$ cat src/rtl/alu_fu_pkg.sv
// Shared types and limits for the alu_fu scalar functional unit.
package alu_fu_pkg;

  typedef enum logic [2:0] {
    ALU_ADD = 3'd0,
    ALU_SUB = 3'd1,
    ALU_AND = 3'd2,
    ALU_OR  = 3'd3,
    ALU_XOR = 3'd4,
    ALU_SLT = 3'd5,
    ALU_SLL = 3'd6,
    ALU_SRL = 3'd7
  } alu_op_e;

  localparam int MIN_WIDTH  = 8;
  localparam int MAX_WIDTH  = 64;
  localparam int MAX_STAGES = 4;

endpackage

$ cat src/rtl/alu_fu_core.sv
// Combinational ALU datapath for alu_fu.
// Define ALU_FU_SATURATE_EN to clamp ADD/SUB results on signed overflow.
module alu_fu_core
  import alu_fu_pkg::*;
#(
  parameter int WIDTH = 32
) (
  input  alu_op_e          op,
  input  logic [WIDTH-1:0] a,
  input  logic [WIDTH-1:0] b,
  output logic [WIDTH-1:0] result,
  output logic             carry
);

  localparam int SHW = $clog2(WIDTH);

  logic [WIDTH:0]   sum;
  logic [WIDTH:0]   diff;
  logic [SHW-1:0]   shamt;
  logic [WIDTH-1:0] add_res;
  logic [WIDTH-1:0] sub_res;

  assign sum   = {1'b0, a} + {1'b0, b};
  assign diff  = {1'b0, a} - {1'b0, b};
  assign shamt = b[SHW-1:0];

`ifdef ALU_FU_SATURATE_EN
  logic [WIDTH-1:0] max_pos;
  logic [WIDTH-1:0] min_neg;
  logic             add_ovf;
  logic             sub_ovf;

  assign max_pos = {1'b0, {(WIDTH-1){1'b1}}};
  assign min_neg = {1'b1, {(WIDTH-1){1'b0}}};
  // Overflow direction always follows the sign of a.
  assign add_ovf = (a[WIDTH-1] == b[WIDTH-1]) && (sum[WIDTH-1]  != a[WIDTH-1]);
  assign sub_ovf = (a[WIDTH-1] != b[WIDTH-1]) && (diff[WIDTH-1] != a[WIDTH-1]);
  assign add_res = add_ovf ? (a[WIDTH-1] ? min_neg : max_pos) : sum[WIDTH-1:0];
  assign sub_res = sub_ovf ? (a[WIDTH-1] ? min_neg : max_pos) : diff[WIDTH-1:0];
`else
  assign add_res = sum[WIDTH-1:0];
  assign sub_res = diff[WIDTH-1:0];
`endif

  always_comb begin
    result = '0;
    carry  = 1'b0;
    case (op)
      ALU_ADD: begin
        result = add_res;
        carry  = sum[WIDTH];
      end
      ALU_SUB: begin
        result = sub_res;
        carry  = ~diff[WIDTH];
      end
      ALU_AND: result = a & b;
      ALU_OR:  result = a | b;
      ALU_XOR: result = a ^ b;
      ALU_SLT: result = {{(WIDTH-1){1'b0}}, ($signed(a) < $signed(b))};
      ALU_SLL: result = a << shamt;
      ALU_SRL: result = a >> shamt;
      default: result = '0;
    endcase
  end

endmodule

$ cat src/rtl/alu_fu.sv
// Pipelined scalar ALU FU with valid/ready handshake and on_off flush.
// Optional build macro: ALU_FU_SATURATE_EN (signed saturation on ADD/SUB).
module alu_fu
  import alu_fu_pkg::*;
#(
  parameter int WIDTH  = 32,
  parameter int STAGES = 2
) (
  input  logic             clk,
  input  logic             reset,
  input  logic             on_off,
  input  logic             in_valid,
  output logic             in_ready,
  input  logic [2:0]       op,
  input  logic [WIDTH-1:0] a,
  input  logic [WIDTH-1:0] b,
  output logic             out_valid,
  input  logic             out_ready,
  output logic [WIDTH-1:0] c,
  output logic             carry,
  output logic             ack
);

  logic [WIDTH-1:0]  core_result;
  logic              core_carry;
  logic [STAGES-1:0] stage_valid;
  logic [STAGES-1:0] stage_carry;
  logic [WIDTH-1:0]  stage_data [STAGES];
  logic              advance;

  alu_fu_core #(
    .WIDTH(WIDTH)
  ) u_core (
    .op    (alu_op_e'(op)),
    .a     (a),
    .b     (b),
    .result(core_result),
    .carry (core_carry)
  );

  assign out_valid = on_off && stage_valid[STAGES-1];
  // Global stall: nothing moves while the tail result waits on downstream.
  assign in_ready  = reset && on_off && !(out_valid && !out_ready);
  assign advance   = in_ready;

  always_ff @(posedge clk or negedge reset) begin
    if (!reset) begin
      stage_valid <= '0;
      stage_carry <= '0;
      for (int k = 0; k < STAGES; k++) stage_data[k] <= '0;
    end else if (!on_off) begin
      stage_valid <= '0;
    end else if (advance) begin
      stage_valid[0] <= in_valid;
      stage_carry[0] <= core_carry;
      stage_data[0]  <= core_result;
      for (int k = 1; k < STAGES; k++) begin
        stage_valid[k] <= stage_valid[k-1];
        stage_carry[k] <= stage_carry[k-1];
        stage_data[k]  <= stage_data[k-1];
      end
    end
  end

  assign c     = out_valid ? stage_data[STAGES-1] : '0;
  assign carry = out_valid && stage_carry[STAGES-1];
  assign ack   = out_valid && out_ready;

endmodule
$ cat config.mk
export PLATFORM = sky130hd
export DESIGN_NAME = alu_fu
export DESIGN_NICKNAME = d
export VERILOG_FILES = /design/src/rtl/alu_fu_pkg.sv /design/src/rtl/alu_fu_core.sv /design/src/rtl/alu_fu.sv
export SDC_FILE = /design/constraint.sdc
export NUM_CORES = 1
export LEC_CHECK = 0
export ABC_AREA = 1
export BUFFER_PORTS_ARGS = -buffer_cell sky130_fd_sc_hd__buf_4
export CAP_MARGIN = 30
export CORE_MARGIN = 4
export CORE_UTILIZATION = 63
export DETAILED_ROUTE_END_ITERATION = 8
export MAX_ROUTING_LAYER = met4
export PLACE_DENSITY = 0.84
export REMOVE_ABC_BUFFERS = 1
export SLEW_MARGIN = 20
export SYNTH_ARGS = -nofsm -noshare
export SYNTH_HDL_FRONTEND = slang
export SYNTH_SLANG_ARGS = --single-unit
$ cat constraint.sdc
create_clock -name clk -period 1.71 [get_ports clk]
set_input_delay 0.342 -clock clk [delete_from_list [all_inputs] [get_ports clk]]
set_output_delay 0.342 -clock clk [all_outputs]
set_load 0.01 [all_outputs]
==> metrics.yaml, run 1 <==
floorplan:
  die_width_um: 148.4
  initial_core_util_pct: 64.01
  row_count: 51
  fp.dieH_um: 148.4
  ios: 108
placement:
  io_buffers: 107
  place_inst: 2918
  dpl.hpwl_mm: 43.25
  gp_congestion: 1.368
  dpl-instance-area_um2: 15780
synth:
  synth_area_per_cell_um2: 5.375
  synth-seq-area-share_pct: 13.70
  synth-seq-cells: 68
  synth_area_um2: 12420
  yosys_warnings: 0
  synth_ff_type: "dfrtp_1"
  synth_edf_count: 0
  synth.distinct_cells: 43
  synthCells: 2310
  async_flop_share_pct: 100.0
clock_network:
  cts_sinks: 68
  htreeDepth: 3
  cts_buffers: 9
  cts_root_buffer: "clkbuf_16"
  hold_buffers: 0
  clockBufferDepth: 2
status:
  stop_stage: "5_1_grt"
  tool.error: "[ERROR GRT-0232] Routing congestion too high. Check the congestion heatmap in the GUI."
  status: "did not finish"
global_route:
  grt_usage_pct: 89.42
  grt_max_degree: 69
  grt_overflow: 475
cells by family after synthesis:
group                    count (synthesis)  share of synthesized area, %
AO/OA/AOI/OAI                          269                         12.56
XOR/XNOR                                10                        0.7054
adder cells (fa/ha/maj)                 99                         10.10
buffers and inverters                  462                         15.29
flip-flops                              68                         13.70
AND/OR/NAND/NOR                       1402                         47.65
per-stage QoR:
step | hold WS (ns) | utilization [%] | worst slack (ns)
CTS | 0.2356 | 88.04 | -0.1087
detailed placement | 0.4657 | 81.35 | -0.7753
global placement | 0.4616 | 81.35 | -0.7177
floorplan | 0.04641 | - | -1.240
metal layers:
| layer | global-route usage [%] | GRT overflow |
|---|---|---|
| met5 | - | - |
| met1 | 86.21 | 21 |
| met2 | 101.2 | 303 |
| met4 | 91.59 | 133 |
| met3 | 77.36 | 18 |
cell usage after synthesis, types with 2 or more instances:
cell type	instances	share of area (%)
o211ai_1	25	1.5
nand3b_1	5	0.30
a31oi_1	2	0.10
o2111ai_1	2	0.14
o21bai_1	9	0.54
fa_1	2	0.32
or2_2	3	0.15
nand2_2	3	0.15
inv_2	5	0.15
o221ai_1	5	0.35
inv_1	340	10
o21ai_0	91	3.7
dfrtp_1	68	14
o21a_1	11	0.67
and2_1	8	0.40
a21oi_1	79	3.2
nor2_1	231	7.0
o21ai_1	8	0.32
xor2_1	9	0.63
buf_6	7	0.63
nand2_1	722	22
nand3_1	386	16
buf_4	8	0.48
buf_2	62	2.5
clkbuf_1	28	0.85
a211oi_1	11	0.67
nor3_1	9	0.36
o22ai_1	23	1.2
nand4_1	21	1.1
buf_1	10	0.30
ha_1	97	9.8
and3_1	9	0.45
repair_timing:
| action | in CTS |
|---|---|
| resized for setup | 261 |
| endpoints found under the setup margin | 68 |
| pin swaps | 41 |
| gates cloned | 0 |
| buffers inserted | 11 |
==> run 2, diff against run 1 <==
--- a/config.mk
+++ b/config.mk
@@ -9,10 +9,9 @@
 export BUFFER_PORTS_ARGS = -buffer_cell sky130_fd_sc_hd__buf_4
 export CAP_MARGIN = 30
 export CORE_MARGIN = 4
-export CORE_UTILIZATION = 63
+export CORE_UTILIZATION = 40
 export DETAILED_ROUTE_END_ITERATION = 8
-export MAX_ROUTING_LAYER = met4
-export PLACE_DENSITY = 0.84
+export PLACE_DENSITY_LB_ADDON = 0.15
 export REMOVE_ABC_BUFFERS = 1
 export SLEW_MARGIN = 20
 export SYNTH_ARGS = -nofsm -noshare
==> metrics.yaml, run 2 <==
global_route:
  grt_usage_pct: 36.97
  grt_max_degree: 69
  grt_pass1_vias: 16550
  use_met1_pct: 51.33
  use_met2_pct: 59.77
  grt.met3_usage_pct: 4.066
  busiest_layer: "met2"
  grt_overflow: 0
  grt_pass1_wl_mm: 95.93
  antenna_found_initial: 0
clock_network:
  cts_sinks: 68
  htreeDepth: 3
  cts_buffers: 9
  hold_buffers: 0
  clockBufferDepth: 2
  clock_latency_ns: 0.35
  cts_root_buffer: "clkbuf_16"
  clk_pin_slew_ns: 0.06
  cts_tree: "yes"
placement:
  dpl.hpwl_mm: 52.71
  gp_congestion: 1.006
  place_ws_ns: -0.9149
  io_buffers: 107
route:
  route.detailed.drc: 0
  wl_mm: 67.63
  ant_nets: 0
  via_per_inst: 5.592
  drtIter0Drc: 1872
  drt_pre_antenna_iters: 7
  vias: 17870
  routedWlPerCell_um: 21.17
cells_and_area:
  area_growth_pct: 62.16
  nFillCells: 2879
  antenna_cells: 0
  finalNetCount: 2965
  regMostFlops: "stage_data"
  seq_area_um2: 1702
  largestRegisters: "stage_data: 64 flops, stage_carry: 2 flops, stage_valid: 2 flops"
  final_cell_mix: "nand2_1 (571), buf_4 (509), nand3_1 (304)"
  multiInputGateArea_um2: 11230
  final_common_cell: "nand2_1"
  largest_reg_flops: 64
  drive_above_1_share_pct: 41.30
critical_path:
  setup.worst_path.class: "primary input to flip-flop"
  critical_path.startpoint: "b[1]"
  worst_setup_path_end_kind: "flip-flop"
  cp.arrival_ns: 2.22
  worstReg2RegStart: "stage_valid[1]"
  cp.required_ns: 1.94
  crit_path_max_fanout: 3
  timing.critical_path.from_type: "primary input"
power_and_ir_drop:
  leakage_nw: 10.42
  power_density_nw_per_um2: 517.0
  vdd_drop_max_v: 0.0004297
sta:
  worst_pin_slew_ns: 0.5415
  hold_slack_ns: 0.01618
  hold_viol_final: 0
  rsz0062_at_grt: "yes"
  slew_viol_final: 0
  fin_skew_ns: 0.01775
  fin_crit_sh_pct: 116.4
  fmax_mhz: 502.4
  maxSlewHeadroom_pct: 63.86
  layout_setup_ws_ns: -0.2803
  finalCriticalPeriod_ns: 1.990
  setup_violations: 30
synth:
  yosys-top-cells-area: "nand2_1 (22%), nand3_1 (16%), dfrtp_1 (14%), inv_1 (10%), ha_1 (9.8%)"
  synthTopCellsByCount: "nand2_1 (722), nand3_1 (386), inv_1 (340), nor2_1 (231), ha_1 (97)"
  async_flop_share_pct: 100.0
  synthMostInstantiatedCell: "nand2_1"
  synth.distinct_cells: 43
  synth-seq-area-share_pct: 13.70
  synth.largest_area_cell: "nand2_1"
  synth_area_per_cell_um2: 5.375
  synth_edf_count: 0
  synthCells: 2310
  synth_area_um2: 12420
  synth_top_area_share_pct: 21.83
  synth-seq-cells: 68
  yosys_warnings: 0
  synth_ff_type: "dfrtp_1"
worst_hold_path:
  hold_class: "primary input to async pin"
floorplan:
  ios: 108
  fp.dieH_um: 184.2
  die_width_um: 184.2
  core_area_um2: 30590
  row_count: 64
  initial_core_util_pct: 40.59
  die_area_um2: 33930
job:
  cap_viol_max_count: 0
status:
  violations: "negative setup slack"
  status: "complete, but fails checks"
## run 2: cell counts after synthesis
Identical to the previous run, type by type.
## run 2: what timing repair did
item | CTS | global route
buffers inserted | 13 | 42
pin swaps | 56 | 162
resized for setup | 348 | 471
endpoints found under the setup margin | 69 | 68
gates cloned | 3 | 3
## run 2: cells by family (layout without fill, tap and decap cells)
group / Yosys count / in the layout / share of synthesized area (%)
flops: 68 / 68 / 13.70
simple gates: 1402 / 1402 / 47.65
fa+ha+maj: 99 / 99 / 10.10
xor+xnor: 10 / 10 / 0.7054
compound gates: 269 / 269 / 12.56
buf+inv: 462 / 951 / 15.29
## run 2: stage by stage
| step | utilization [%] | power, W | TNS, ns | cells | area (µm²) |
|---|---|---|---|---|---|
| 3_3_place_gp | 53.85 | 0.006982 | -22.22 | 3121 | 16470 |
| 5_1_grt | 65.83 | 0.01093 | -5.805 | 3195 | 20140 |
| 4_1_cts | 59.67 | 0.009481 | -2.023 | 3152 | 18250 |
| 2_1_floorplan | - | 0.004447 | -63.30 | 2194 | 11820 |
| 3_5_place_dp | 53.85 | 0.007041 | -23.18 | 3121 | 16470 |
| 6_report | 65.83 | 0.01041 | -3.641 | 3195 | 20140 |
## run 2: path summary, 6_finish.rpt
kind	end	slack [ns]	cells past startpoint
max in group asynchronous	stage_carry[1]	1.14	3
worst max-delay path	stage_data[48]	-0.28	14
min in group clk	stage_valid[0]	0.23	3
worst min register to register	stage_data[46]	0.47	2
worst max register to register	stage_data[32]	0.07	9
worst min-delay path	stage_data[2]	0.02	2
## run 2: layout make-up
cell class	count	area share, %
multi-input cells	1780	55.79
repair buffers	586	24.75
flip-flops and latches	68	8.451
inverters	346	6.947
well taps	396	2.461
clock buffers	12	1.174
clock inverters	4	0.2486
repair inverters	3	0.1802
## run 2: where the power goes
part,total [W],switching [W],internal (W)
registers,0.00207,0.000148,0.00192
logic,0.00645,0.00377,0.00269
clock network,0.00188,0.000756,0.00113
## run 2: per-layer routing
| layer | share of wire (%) | vias to the layer above | wire length, µm |
|---|---|---|---|
| met5 | 0 | - | 0 |
| met4 | 4.5 | 0 | 3046 |
| met3 | 9.1 | 162 | 6152 |
| met2 | 45 | 1005 | 30460 |
| met1 | 41 | 8362 | 27970 |
| li1 | - | 8338 | - |
## run 2: critical path, stage by stage
cell and delay, ns:
buf_8 0.11, inv_6 0.05, buf_4 0.14, fa_2 0.39
nand2_2 0.12, nand2_4 0.08, nand4_1 0.13, nand2_2 0.09
nand2_2 0.09, nand3_2 0.07, nand3_2 0.09, nand4_1 0.24
nor2_2 0.21, nor2_1 0.05
Power figures use the tool's default switching activity.
